**src/rtl/pipeline_hazard_ctrl.sv**
```systemverilog
// rtl/pipeline_hazard_ctrl.sv - hazard, redirect and memory-wait control for a 5-stage MIPS pipeline
module pipeline_hazard_ctrl #(
  parameter int MEM_LAT = 3,
  parameter int CNT_W   = 16
) (
  input  logic             clk,
  input  logic             reset,
  input  logic [4:0]       Rs_IF_ID,
  input  logic [4:0]       Rt_IF_ID,
  input  logic [4:0]       Rt_ID_EX,
  input  logic             MemRead_ID_EX,
  input  logic             BranchTaken_EX,
  input  logic             J_ID_EX,
  input  logic             JR_ID_EX,
  input  logic             JAL_ID_EX,
  input  logic             MemAccess_EX_MEM,
  output logic             Enable_PC,
  output logic             Enable_IF_ID,
  output logic             Enable_ID_EX,
  output logic             Enable_EX_MEM,
  output logic             Enable_MEM_WB,
  output logic             Flush_IF_ID,
  output logic             Flush_ID_EX,
  output logic             PCRedirect,
  output logic             MemBusy,
  output logic [CNT_W-1:0] StallCount
);

  localparam logic [0:0] ST_RUN      = 1'b0;
  localparam logic [0:0] ST_MEM_WAIT = 1'b1;

  // Wait cycles after the entry cycle; only meaningful when the memory is multi-cycle.
  localparam logic [3:0]       CNT_LOAD = 4'(MEM_LAT - 2);
  localparam logic             MULTI    = (MEM_LAT > 1);
  localparam logic [CNT_W-1:0] CNT_MAX  = '1;

  logic [0:0] state;
  logic [0:0] state_nxt;
  logic [3:0] cnt;
  logic [3:0] cnt_nxt;
  logic       freeze;
  logic       redirect;
  logic       loaduse;

  // Hazard detection and stage control; freeze outranks redirect, redirect outranks load-use.
  always_comb begin
    freeze   = ((state == ST_RUN) && MemAccess_EX_MEM && MULTI) ||
               ((state == ST_MEM_WAIT) && (cnt != 4'd0));
    redirect = BranchTaken_EX | J_ID_EX | JR_ID_EX | JAL_ID_EX;
    loaduse  = MemRead_ID_EX && (Rt_ID_EX != 5'd0) &&
               ((Rt_ID_EX == Rs_IF_ID) || (Rt_ID_EX == Rt_IF_ID));

    Enable_PC     = 1'b0;
    Enable_IF_ID  = 1'b0;
    Enable_ID_EX  = 1'b0;
    Enable_EX_MEM = 1'b0;
    Enable_MEM_WB = 1'b0;
    Flush_IF_ID   = 1'b0;
    Flush_ID_EX   = 1'b0;
    PCRedirect    = 1'b0;
    MemBusy       = 1'b0;

    if (reset) begin
      // everything held low
    end else if (freeze) begin
      MemBusy = 1'b1;
    end else if (redirect) begin
      // the dependent instruction of any load-use is flushed here anyway
      Enable_PC     = 1'b1;
      Enable_IF_ID  = 1'b1;
      Enable_ID_EX  = 1'b1;
      Enable_EX_MEM = 1'b1;
      Enable_MEM_WB = 1'b1;
      Flush_IF_ID   = 1'b1;
      Flush_ID_EX   = 1'b1;
      PCRedirect    = 1'b1;
    end else if (loaduse) begin
      Enable_ID_EX  = 1'b1;
      Enable_EX_MEM = 1'b1;
      Enable_MEM_WB = 1'b1;
      Flush_ID_EX   = 1'b1;
    end else begin
      Enable_PC     = 1'b1;
      Enable_IF_ID  = 1'b1;
      Enable_ID_EX  = 1'b1;
      Enable_EX_MEM = 1'b1;
      Enable_MEM_WB = 1'b1;
    end
  end

  // Memory wait sequencing: entry cycle in RUN, MEM_LAT-2 counted cycles, then one release cycle.
  always_comb begin
    state_nxt = state;
    cnt_nxt   = cnt;
    case (state)
      ST_RUN: begin
        if (MemAccess_EX_MEM && MULTI) begin
          state_nxt = ST_MEM_WAIT;
          cnt_nxt   = CNT_LOAD;
        end
      end
      ST_MEM_WAIT: begin
        if (cnt != 4'd0) begin
          cnt_nxt = cnt - 4'd1;
        end else begin
          state_nxt = ST_RUN;
        end
      end
      default: state_nxt = ST_RUN;
    endcase
  end

  // State registers and the saturating count of cycles in which the PC was held.
  always_ff @(posedge clk) begin
    if (reset) begin
      state      <= ST_RUN;
      cnt        <= 4'd0;
      StallCount <= '0;
    end else begin
      state <= state_nxt;
      cnt   <= cnt_nxt;
      if (!Enable_PC && (StallCount != CNT_MAX)) begin
        StallCount <= StallCount + CNT_W'(1);
      end
    end
  end

endmodule

```
**config.mk**
```make
export PLATFORM = sky130hd
export DESIGN_NAME = pipeline_hazard_ctrl
export DESIGN_NICKNAME = d
export VERILOG_FILES = /design/src/rtl/pipeline_hazard_ctrl.sv
export SDC_FILE = /design/constraint.sdc
export NUM_CORES = 1
export LEC_CHECK = 0
export CAP_MARGIN = 20
export CORE_UTILIZATION = 48
export DETAILED_ROUTE_END_ITERATION = 7
export GPL_TIMING_DRIVEN = 0
export HOLD_SLACK_MARGIN = 0.03
export PLACE_DENSITY_LB_ADDON = 0.3
export RECOVER_POWER = 50
export SYNTH_ARGS = -nofsm -noshare
export SYNTH_HDL_FRONTEND = slang
export SYNTH_SLANG_ARGS = --single-unit
```
**constraint.sdc**
```tcl
create_clock -name clk -period 3.9 [get_ports clk]
set_clock_uncertainty 0.2 [all_clocks]
set_input_delay 0.585 -clock clk [delete_from_list [all_inputs] [get_ports clk]]
set_output_delay 0.585 -clock clk [all_outputs]
set_load 0.01 [all_outputs]
```
==> results of run 1 <==
flip-flops by register name, indices dropped and copies added, names as in the netlist:
| register | flops |
|---|---|
| StallCount | 16 |
| cnt | 4 |
| state | 1 |
worst max-delay path: cells and delay by family:
family,cells,cell delay (ps)
simple gates,1,560
compound gates,2,640
buf+inv,3,1180
synth_stat cells, drive strengths merged (2+ instances only):
library cell,instances,area [sq um]
nor2,15,56.3
or3,5,31.3
dfxtp,21,420
nand2,6,22.5
nand4,6,37.5
nor4,3,40.0
or4,4,30.0
a31o,2,17.5
o21a,2,15.0
o21ai,6,30.0
o31ai,3,22.5
inv,6,22.5
nand3,9,45.0
mux2,4,48.8
clkbuf,3,11.3
and3,3,23.8
buf,5,41.3
nor2b,6,45.0
nor3b,4,30.0
xnor2,10,87.6
ha,2,25.0
a21oi,13,68.8
a31oi,2,27.5
layout by cell type (no fill, tap or decap), types with 2 or more instances in the layout:
cell type,Yosys,final
nand4_1,6,6
or3_1,5,5
o31ai_1,3,3
clkbuf_1,3,3
nor2_1,15,15
nor3b_1,4,4
dlygate4sd3_1,0,17
nor2b_1,5,5
or4_1,4,4
clkbuf_4,0,3
and3_1,2,2
buf_4,4,4
ha_1,2,2
xnor2_1,10,10
dfxtp_1,21,21
o21a_1,2,2
a31o_2,2,2
nand2_1,6,6
nand3_1,9,9
clkdlybuf4s50_1,0,30
mux2_1,2,2
o21ai_1,2,2
inv_1,6,6
o21ai_0,4,4
a21oi_1,12,12
how the worst max path moves through the flow:
stage                start        end  slack [ps]  depth (start not counted)
3_5_place_dp   Rt_ID_EX[1]  Enable_PC         200                          6
6_report       Rt_ID_EX[1]  Enable_PC         160                          6
3_3_place_gp   Rt_ID_EX[1]  Enable_PC         210                          6
5_1_grt        Rt_ID_EX[1]  Enable_PC         100                          6
2_1_floorplan  Rt_ID_EX[1]  Enable_PC        1240                          4
4_1_cts        Rt_ID_EX[1]  Enable_PC         190                          6
power by group:
| part | switching (mW) | leakage (nW) | internal (mW) |
|---|---|---|---|
| registers | 0.0106 | 0.170 | 0.222 |
| clock network | 0.0726 | 0.0177 | 0.0384 |
| logic | 0.0634 | 0.527 | 0.0751 |
| total | 0.147 | 0.715 | 0.336 |
per-layer routing:
layer	share of wire	wire length [um]	vias up
met4	0.0092	32	0
li1	-	-	676
met3	0.039	136	6
met1	0.42	1480	658
met5	0	0	-
met2	0.53	1840	34
cell families after synthesis:
group | count (synthesis) | synth area share
AO/OA/AOI/OAI | 34 | 0.173
flip-flops | 21 | 0.318
AND/OR/NAND/NOR | 68 | 0.315
XOR/XNOR | 11 | 0.0729
adder cells (fa/ha/maj) | 2 | 0.0189
multiplexers | 5 | 0.0445
buffers and inverters | 14 | 0.0568
cell type report:
type,instances,area (sq um)
Multi-Input combinational cell,120,826
Fill cell,200,688
Timing Repair Buffer,47,470
Sequential cell,21,420
Buffer,8,52.6
Tap cell,30,37.5
Clock buffer,3,22.5
Inverter,6,22.5
Clock inverter,1,5.00
metrics by stage:
step | util | hold WS [ps] | setup WS, ps
after floorplan | - | 266 | 1240
after global placement | 0.719 | 283 | 214
after detailed placement | 0.719 | 295 | 203
after CTS | 0.730 | 315 | 193
after global routing | 0.730 | 342 | 104
final | 0.730 | 311 | 158
==> summary.md, run 1 <==
| Metric | Value |
|---|---|
| Critical path arrival | `2960 ps` |
| Die Area | `2970 sq um` |
| DR DRC count | `0` |
| Die Span Y | `54.5 um` |
| Worst path cell trace | `clkdlybuf4s50_1 -> or4_1 -> o21a_1 -> a31oi_1 -> buf_4 -> clkdlybuf4s50_1` |
| Netlist Area Pre-Place | `1320 sq um` |
| Vias | `1374` |
| Total power | `483 uW` |
| CTS tree | `done` |
| Share of layout cells above drive strength 1 | `0.0922` |
| Max Slew Vio Count | `0` |
| Ant diodes | `0` |
| Worst path max stage delay | `560 ps` |
| DIE WIDTH | `54.5 um` |
| Post-route insts no fill | `236` |
| Status | `complete, no violations` |
| Crit path top cell by count | `clkdlybuf4s50_1` |
| Met1 global-route usage | `0.291` |
| Post-synthesis sequential area ratio | `0.318` |
| Tightest Pin Transition | `576 ps` |
| Pin count of the biggest net entering global routing | `13` |
| Yosys warns | `0` |
| Vias in the first global route | `1333` |
| Worst R2R End | `StallCount[11]$_SDFFE_PP0P_` |
| Starting Density | `0.519` |
| Reg-to-Reg Start | `cnt[0]$_SDFFE_PP0P_` |
| Tightest Hold Check Type | `reg -> reg` |
| Count of input and output buffers | `47` |
| Worst setup path class | `in -> out` |
| Core area | `2540 sq um` |
| Met3 Use GR | `0.0694` |
| Placed Area | `1830 sq um` |
| GRT Total Usage | `0.267` |
| CTS Buf Count | `3` |
| Syn_area_per_cell | `8.52 sq um` |
| Worst setup SP type | `input pin` |
| Prevailing post-synth register cell | `dfxtp_1` |
| Final wirelength | `3.49 mm` |
| FF-to-FF setup slack | `1360 ps` |
| Clock slew at reported path FFs | `120 ps` |
| CTS resizes | `0` |
| RSZ-0062 raised after global routing | `false` |
| Nets | `232` |
| Met2 Usage GRT | `0.504` |
| Hold EP | `cnt[0]$_SDFFE_PP0P_` |
| Post-synth ARST share | `0` |
| CP required | `3120 ps` |
| Number of synthesized register bits | `21` |
| Setup TNS | `0 ps` |
| Gpl congestion | `0.817` |
| Slew headroom | `0.613` |
| Power Density | `260 nW/um^2` |
| DP HPWL | `2.79 mm` |
| Critical-path maximum fanout | `5` |
| EDFF count, synth | `0` |
| Max Cap Viol | `0` |
| Total gr overflow | `0` |
| Distinct cell type count after synthesis | `48` |
| Crit end category | `output port` |
| Root buf cell | `clkbuf_4` |
| Antenna-violating nets left | `0` |
| Worst Hold Depth | `2` |
| Routed len/inst | `14.8 um` |
| First-pass GRT wire length | `5.68 mm` |
| FF-to-FF path depth | `9` |
| Lkg Pwr | `0.715 nW` |
| GRT busiest layer | `met2` |
| 1st-iter DRT viols | `47` |
| # H-tree levels | `1` |
| Final setup fails | `0` |
| Deepest clock path buffer count | `2` |
| DR vias/cell | `5.82` |
| Worst-Skew Late Latency | `320 ps` |
| Slowest-stage cell, CP | `or4_1` |
| Layout Area Growth over Synthesis | `40.5%` |
| Initial antenna violation count | `0` |
| Post-CTS Hold Buffers | `0` |
| F_max | `267 MHz` |
| Period Utilization, post-route | `0.960` |
| Shortest period the worst path allows | `3740 ps` |
| Num rows | `18` |
| Finished Cell Area | `1860 sq um` |
| Cell count after synthesis | `155` |
| I/O pins | `48` |
| Post-CTS Repair Setup Buffers | `0` |
| # clock sinks | `21` |
| Peak VDD IR | `0.281 mV` |
| Dpl cells | `232` |
| Syn Nets | `180` |
| Final Hold Viols | `0` |
| Hold Crit Start | `cnt[0]$_SDFFE_PP0P_` |
| Pre-antenna DRT Iters | `4` |
No activity file was read; power rests on OpenSTA's default activity.
==> run 2, diff against run 1 <==
- SLEW_MARGIN: default -> 20
==> results of run 2 <==
No change in the layout: final DEF, timing and power equal those of run 1.
==> run 3, diff against run 2 <==
- MAX_ROUTING_LAYER: default -> met4
- SLEW_MARGIN: 20 -> default
==> summary.md, run 3 (synthesis results as in run 1) <==
| Metric | Value |
|---|---|
| I/O pins | `48 (unchanged)` |
| Fill cells | `200 (unchanged)` |
| Register area | `420 sq um (unchanged)` |
| Initial antenna violation count | `0 (unchanged)` |
| Ant diodes | `0 (unchanged)` |
| Shortest period the worst path allows | `3740 ps (about the same)` |
| Flip-flop count of the largest register after layout | `16 (unchanged)` |
| Met3 Use GR | `0.0694 (unchanged)` |
| 1st-iter DRT viols | `46 (was 47)` |
| Worst-Skew Late Latency | `320 ps (about the same)` |
| Clock slew at reported path FFs | `120 ps (about the same)` |
| Antenna-violating nets left | `0 (unchanged)` |
| Die Span Y | `54.5 um (unchanged)` |
| Count of input and output buffers | `47 (unchanged)` |
| Register with the most flip-flops | `StallCount (unchanged)` |
| Post-CTS Repair Setup Buffers | `0 (unchanged)` |
| Crit. Startpoint | `Rt_ID_EX[1] (unchanged)` |
| Post-route insts no fill | `236 (unchanged)` |
| Power Density | `260 nW/um^2 (about the same)` |
| Post-CTS Hold Buffers | `0 (unchanged)` |
| Most common cell after layout, fill and taps aside | `clkdlybuf4s50_1 (unchanged)` |
| Final setup fails | `0 (unchanged)` |
| DR vias/cell | `5.88 (was 5.82)` |
| Top flop regs | `StallCount (16), cnt (4), state (1) (unchanged)` |
| Total gr overflow | `0 (unchanged)` |
| Routed len/inst | `14.8 um (about the same)` |
| CP required | `3120 ps (about the same)` |
| WP buf/inv | `3 (unchanged)` |
| # clock sinks | `21 (unchanged)` |
| Max Slew Vio Count | `0 (unchanged)` |
| Share of layout cells above drive strength 1 | `0.0922 (unchanged)` |
| Met1 global-route usage | `0.291 (unchanged)` |
| Reg-to-Reg Start | `cnt[0]$_SDFFE_PP0P_ (unchanged)` |
| Vias in the first global route | `1331 (was 1333)` |
| Starting Density | `0.519 (unchanged)` |
| Worst path max stage delay | `560 ps (about the same)` |
| Setup TNS | `0 ps (unchanged)` |
| CP top delay family | `buffers and inverters (unchanged)` |
| Peak VDD IR | `0.284 mV (was 0.281 mV)` |
| Deepest clock path buffer count | `2 (unchanged)` |
| Setup crit end | `Enable_PC (unchanged)` |
| Final Hold Viols | `0 (unchanged)` |
| Critical path arrival | `2960 ps (about the same)` |
| FF-to-FF setup slack | `1360 ps (about the same)` |
| RSZ-0062 raised after global routing | `false (unchanged)` |
| Layout Area Growth over Synthesis | `40.5% (unchanged)` |
| Met2 Usage GRT | `0.504 (unchanged)` |
| Max Cap Viol | `0 (unchanged)` |
| Period Utilization, post-route | `0.959 (was 0.960)` |
| CTS resizes | `0 (unchanged)` |
| Nets | `232 (unchanged)` |
| Root buf cell | `clkbuf_4 (unchanged)` |
| Dpl cells | `232 (unchanged)` |
| Worst setup SP type | `input pin (unchanged)` |
| Tightest Pin Transition | `578 ps (was 576 ps)` |
| Slowest-stage cell, CP | `or4_1 (unchanged)` |
| Num rows | `18 (unchanged)` |
| CTS tree | `done (unchanged)` |
| Multi-input logic area | `826 sq um (unchanged)` |
| FF-to-FF path depth | `9 (unchanged)` |
| Final wirelength | `3.50 mm (was 3.49 mm)` |
| Crit path top cell by count | `clkdlybuf4s50_1 (unchanged)` |
| Vias | `1388 (was 1374)` |
| Core area | `2540 sq um (unchanged)` |
| F_max | `267 MHz (about the same)` |
| DIE WIDTH | `54.5 um (unchanged)` |
| Die Area | `2970 sq um (unchanged)` |
| Hold_ws | `314 ps (was 311 ps)` |
| Slew headroom | `0.612 (was 0.613)` |
| Critical-path maximum fanout | `5 (unchanged)` |
| Levels on crit path | `6 (unchanged)` |
| Total power | `482 uW (was 483 uW)` |
| Crit end category | `output port (unchanged)` |
| GRT Total Usage | `0.275 (was 0.267)` |
| DR DRC count | `0 (unchanged)` |
| GRT busiest layer | `met2 (unchanged)` |
| Worst R2R End | `StallCount[11]$_SDFFE_PP0P_ (unchanged)` |
| CTS Buf Count | `3 (unchanged)` |
| Pre-antenna DRT Iters | `4 (unchanged)` |
| Tightest Hold Check Type | `reg -> reg (unchanged)` |
| Lkg Pwr | `0.715 nW (unchanged)` |
| First-pass GRT wire length | `5.69 mm (was 5.68 mm)` |
| Gpl congestion | `0.829 (was 0.817)` |
| Worst path cell trace | `clkdlybuf4s50_1 -> or4_1 -> o21a_1 -> a31oi_1 -> buf_4 -> clkdlybuf4s50_1 (unchanged)` |
| # H-tree levels | `1 (unchanged)` |
| Worst setup path class | `in -> out (unchanged)` |
| Status | `complete, no violations (unchanged)` |
| Most frequent cells in the layout | `clkdlybuf4s50_1 (30), dfxtp_1 (21), dlygate4sd3_1 (17) (unchanged)` |
| DP HPWL | `2.79 mm (unchanged)` |
| Pin count of the biggest net entering global routing | `13 (unchanged)` |
-- run 3: through the flow --
stage | utilization | area [sq um] | setup WS [ps]
floorplan | - | 1320 | 1240
global placement | 0.719 | 1830 | 214
detailed placement | 0.719 | 1830 | 203
CTS | 0.730 | 1860 | 193
global route | 0.730 | 1860 | 104
finish | 0.730 | 1860 | 159
-- run 3: worst min-delay path, cell delays in order (launching register included) --
cell,delay [ps]
dfxtp_1,340
inv_1,80
a211oi_1,60
-- run 3: area by class of cell --
cell class | count | area share
inverter | 6 | 0.0121
buffer | 8 | 0.0283
clock buffer | 3 | 0.0121
sequential | 21 | 0.226
tap | 30 | 0.0202
clock inverter | 1 | 0.00270
timing repair buffer | 47 | 0.253
multi-input combinational | 120 | 0.445
-- run 3: metal layers --
| layer | share of wire | up-vias |
|---|---|---|
| met1 | 0.43 | 668 |
| met5 | 0 | - |
| met3 | 0.045 | 4 |
| li1 | - | 678 |
| met2 | 0.52 | 38 |
| met4 | 0.0063 | 0 |
-- run 3: how the worst min path moves through the flow --
stage,slack [ps],endpoint,cells after the start,start
3_5_place_dp,300,cnt[0]$_SDFFE_PP0P_,2,cnt[0]$_SDFFE_PP0P_
5_1_grt,340,cnt[0]$_SDFFE_PP0P_,2,cnt[0]$_SDFFE_PP0P_
3_3_place_gp,280,cnt[0]$_SDFFE_PP0P_,2,cnt[0]$_SDFFE_PP0P_
6_report,310,cnt[0]$_SDFFE_PP0P_,2,cnt[0]$_SDFFE_PP0P_
4_1_cts,310,cnt[0]$_SDFFE_PP0P_,2,cnt[0]$_SDFFE_PP0P_
2_1_floorplan,270,cnt[0]$_SDFFE_PP0P_,2,cnt[0]$_SDFFE_PP0P_
-- run 3: power by group --
group / total [mW] / internal, mW / switching, mW
sequential: 0.233 / 0.222 / 0.0107
combinational: 0.138 / 0.0751 / 0.0633
clock: 0.111 / 0.0384 / 0.0724
total: 0.482 / 0.336 / 0.146
